`config.mk`:
```
export PLATFORM = sky130hd
export DESIGN_NAME = rf_wr_arbiter
export DESIGN_NICKNAME = d
export VERILOG_FILES = /design/src/rtl/rf_wr_arbiter.sv
export SDC_FILE = /design/constraint.sdc
export NUM_CORES = 1
export LEC_CHECK = 0
export ABC_AREA = 1
export BUFFER_PORTS_ARGS = -buffer_cell sky130_fd_sc_hd__buf_2
export CAP_MARGIN = 20
export CORE_ASPECT_RATIO = 1.5
export CORE_MARGIN = 2
export CORE_UTILIZATION = 28
export CTS_BUF_LIST = sky130_fd_sc_hd__clkbuf_4
export DETAILED_ROUTE_END_ITERATION = 10
export GPL_ROUTABILITY_DRIVEN = 0
export PLACE_DENSITY = 0.58
export SYNTH_ARGS = -nofsm -noshare
export SYNTH_HDL_FRONTEND = slang
export SYNTH_SLANG_ARGS = --single-unit
```
`constraint.sdc`:
```
create_clock -name clk -period 3 [get_ports clk]
set_input_delay 0.15 -clock clk [delete_from_list [all_inputs] [get_ports clk]]
set_output_delay 0.15 -clock clk [all_outputs]
set_load 0.03 [all_outputs]
```
`src/rtl/rf_wr_arbiter.sv`:
```
// rf_wr_arbiter: two-source register-file write-port arbiter with starvation guard and pending-write hit flags
module rf_wr_arbiter #(
   parameter int AW = 5,
   parameter int DW = 32,
   parameter int STARVE_LIM = 3
) (
   input  logic          clk,
   input  logic          rst_n,
   input  logic          r0_valid,
   output logic          r0_ready,
   input  logic [AW-1:0] r0_addr,
   input  logic [DW-1:0] r0_data,
   input  logic          r1_valid,
   output logic          r1_ready,
   input  logic [AW-1:0] r1_addr,
   input  logic [DW-1:0] r1_data,
   output logic          rf_we,
   output logic [AW-1:0] rf_waddr,
   output logic [DW-1:0] rf_wdata,
   input  logic [AW-1:0] chk_addr1,
   input  logic [AW-1:0] chk_addr2,
   output logic          pend_hit1,
   output logic          pend_hit2,
   output logic [3:0]    starve_cnt
);
   localparam logic [3:0] LIM = 4'(STARVE_LIM);
   logic [3:0] cnt;
   logic force1, grant0, grant1;
   always_comb begin
      force1    = r1_valid && (cnt == LIM);
      r0_ready  = !force1;
      r1_ready  = !r0_valid || force1;
      grant0    = r0_valid && r0_ready;
      grant1    = r1_valid && r1_ready;
      pend_hit1 = rf_we && (chk_addr1 == rf_waddr);
      pend_hit2 = rf_we && (chk_addr2 == rf_waddr);
   end
   assign starve_cnt = cnt;
   // Register 0 writes are accepted but never enable the register file.
   always_ff @(posedge clk or negedge rst_n) begin
      if (!rst_n) begin
         rf_we    <= 1'b0;
         rf_waddr <= '0;
         rf_wdata <= '0;
         cnt      <= '0;
      end else begin
         rf_we <= grant0 ? (r0_addr != '0) : (grant1 && (r1_addr != '0));
         if (grant0 || grant1) begin
            rf_waddr <= grant0 ? r0_addr : r1_addr;
            rf_wdata <= grant0 ? r0_data : r1_data;
         end
         cnt <= (!r1_valid || grant1) ? '0 : cnt + 4'(cnt != LIM);
      end
   end
endmodule
```
==> key figures <==
Run status
  • Status: finished, final reports clean

Yosys
  • Synth Flop Type: dfrtp_1
  • FF+latch count, synth: 42
  • Syn. warnings: 0
  • Top-count cell post-synth: nand2_1
  • Mapped Cells: 265
  • Synth Area per Inst: 7.97 um2
  • Area leader, netlist: dfrtp_1
  • Commonest cells in the netlist: 85 x nand2_1, 78 x nand3_1, 42 x dfrtp_1
  • Synth Net Count: 355
  • Post-Syn Area: 2110 um2
  • Unique masters post-synth: 19
  • Number of flops mapped to enable cells by yosys: 0
  • Cells taking the most area after synthesis: dfrtp_1 50%, nand3_1 18%, nand2_1 15%
  • Register area share after synthesis: 49.8%
  • Post-synth top area share: 49.8%
  • Post-synth ARST share: 100%

Timing
  • F_max: 517 MHz
  • Final worst setup slack: 1.06 ns
  • Slew HR: 37.5%
  • Worst Max-Slew Pin Slew: 0.937 ns
  • Clk_skew: 0.00719 ns
  • Total negative slack: 0 ns
  • Final Cycle Share: 64.5%
  • Final Hold Viols: 0
  • RSZ-0062 raised after global routing: false
  • Final min period: 1.94 ns
  • Setup violators final: 0
  • WHS: 0.0297 ns
  • Max-slew violations: 0

Hold path
  • Min-Delay Path Class: input port to register
  • Worst hold start: r0_data[13]
  • Sink of the worst hold path: rf_wdata[13]
  • Hold depth: 3

Final layout
  • Layout Cells excl Fill: 496
  • Area delta synth->final: 38.0%
  • Nets: 486
  • Fin util: 40.0%
  • Fillers: 758
  • Layout cells sized above 1: 38.6%
  • Antenna fix cells: 0

Place
  • Place WS: 1.40 ns
  • I/O Buffers: 133
  • Post-DP HPWL: 4.56 mm
  • DP Cell Count: 485

Clocking
  • H-tree depth: 2
  • Post-CTS Setup Repair Bufs: 0
  • Max Buffers Root-to-Sink: 2
  • Clock-pin slew on the worst setup and hold paths: 0.12 ns
  • Post-cts sizing count: 0
  • CTS tree: yes
  • CTS root buf: clkbuf_4
  • Later-pin clock latency in the skew report: 0.33 ns
  • Clock net sink count: 42
  • CTS Buf Count: 5

Critical path
  • R2R depth: 7
  • CP Class: register to output pin
  • RR Endpoint: starve_cnt[0]
  • Crit path max fanout: 39
  • Crit path arrival time: 1.79 ns
  • FF-to-FF setup slack: 1.41 ns
  • Critical Path Sink Type: output pin
  • R2R Path Start: starve_cnt[1]
  • Startpoint Class: register
  • Critical Path RT: 2.85 ns

Global route
  • First-pass GRT wire length: 9.67 mm
  • Vias in the first global route: 2,223
  • Antenna violations before repair: 0
  • Total global routing overflow: 0
  • Largest net degree at the start of global routing: 43
  • Tot GR Track Use: 15.3%

Detailed routing
  • Routed WL per cell: 12.8 um
  • Antenna viol nets, final: 0
  • Via density: 4.59
  • DR iter-0 viols: 102
  • Vias: 2,275
  • First-pass iteration count of the detailed router: 4
  • DRT Wirelength: 6.34 mm
  • DRC viols: 0

Floorplanning
  • Cell Rows: 38
  • Die ar.: 8260 um2
  • IO Count: 134
  • Initial core utilization: 29.0%
  • Die Y-Extent: 110 um
  • Die span in x: 74.9 um
  • Core region area: 7270 um2

Power and ir drop
  • Worst VDD drop: 0.000211 V
  • Pwr Density: 450 nW/um2
  • Pleak: 1.58 nW

Run
  • Max cap viols: 0
per-layer routing:
metal / global-route usage [%] / wire length (um)
met4: 5.10 / 77
met2: 29.8 / 3450
met5: 0 / 0
met3: 3.27 / 448
met1: 15.4 / 2360
per-stage QoR:
| stage | cell area, um2 | power (W) |
|---|---|---|
| 3_3_place_gp | 2820 | 0.00104 |
| 3_5_place_dp | 2820 | 0.00105 |
| 2_1_floorplan | 2110 | 0.000892 |
| 5_1_grt | 2910 | 0.00140 |
| 4_1_cts | 2910 | 0.00134 |
| 6_report | 2910 | 0.00131 |
placed cells by master, fill, tap and decap left out, drive strengths merged:
| cell type | count |
|---|---|
| a21oi | 1 |
| xor2 | 1 |
| xnor2 | 5 |
| dlygate4sd3 | 4 |
| inv | 11 |
| or2 | 5 |
| buf | 135 |
| nand4 | 4 |
| nor2 | 14 |
| dfrtp | 42 |
| clkbuf | 7 |
| ha | 2 |
| nand2 | 86 |
| nand3 | 79 |
cell families after synthesis:
group,share of synthesized area (%)
flip-flops,49.8
AND/OR/NAND/NOR,39.7
buffers and inverters,6.64
XOR/XNOR,2.49
adder cells (fa/ha/maj),1.19
AO/OA/AOI/OAI,0.237
state kept, by name, summed over array words and instances (netlist names):
signal	flops
rf_waddr	5
rf_wdata	32
rf_we	1
starve_cnt	4
how the worst max path moves through the flow:
stage | from | end | slack, ns | depth (start not counted)
after floorplan | starve_cnt[2] | rf_waddr[1] | 1.43 | 8
after global placement | starve_cnt[1] | starve_cnt[2] | 1.38 | 7
after detailed placement | starve_cnt[1] | starve_cnt[2] | 1.40 | 7
after CTS | starve_cnt[2] | r1_ready | 1.02 | 5
after global routing | starve_cnt[2] | r1_ready | 0.92 | 5
final | starve_cnt[2] | r1_ready | 1.06 | 5
final cells by class:
class / count / area, um2 / share of cell area [%]
inverter: 11 / 41.3 / 1.42
sequential: 42 / 1050 / 36.1
timing repair buffer: 139 / 721 / 24.7
clock buffer: 7 / 52.6 / 1.80
multi-input combinational: 197 / 922 / 31.7
tap: 100 / 125 / 4.30
report_power, final:
| group | switching [W] | internal, W | leakage [nW] |
|---|---|---|---|
| Clock | 0.000169 | 0.000107 | 0.0322 |
| Combinational | 0.000250 | 0.000132 | 1.05 |
| Sequential | 0.0000338 | 0.000619 | 0.505 |
critical path: stages (launching register included):
cell and delay, ns:
dfrtp_1 0.45, nor2_2 0.16, nand3_2 0.11, nand2_2 0.08, buf_4 0.36, buf_2 0.28
repair_timing:
item                       in CTS  in global routing
setup endpoints to repair       0                  0
hold endpoints to repair       45                  0
hold buffers                    4                  0
Note: power is estimated with default switching activity, not from simulation.
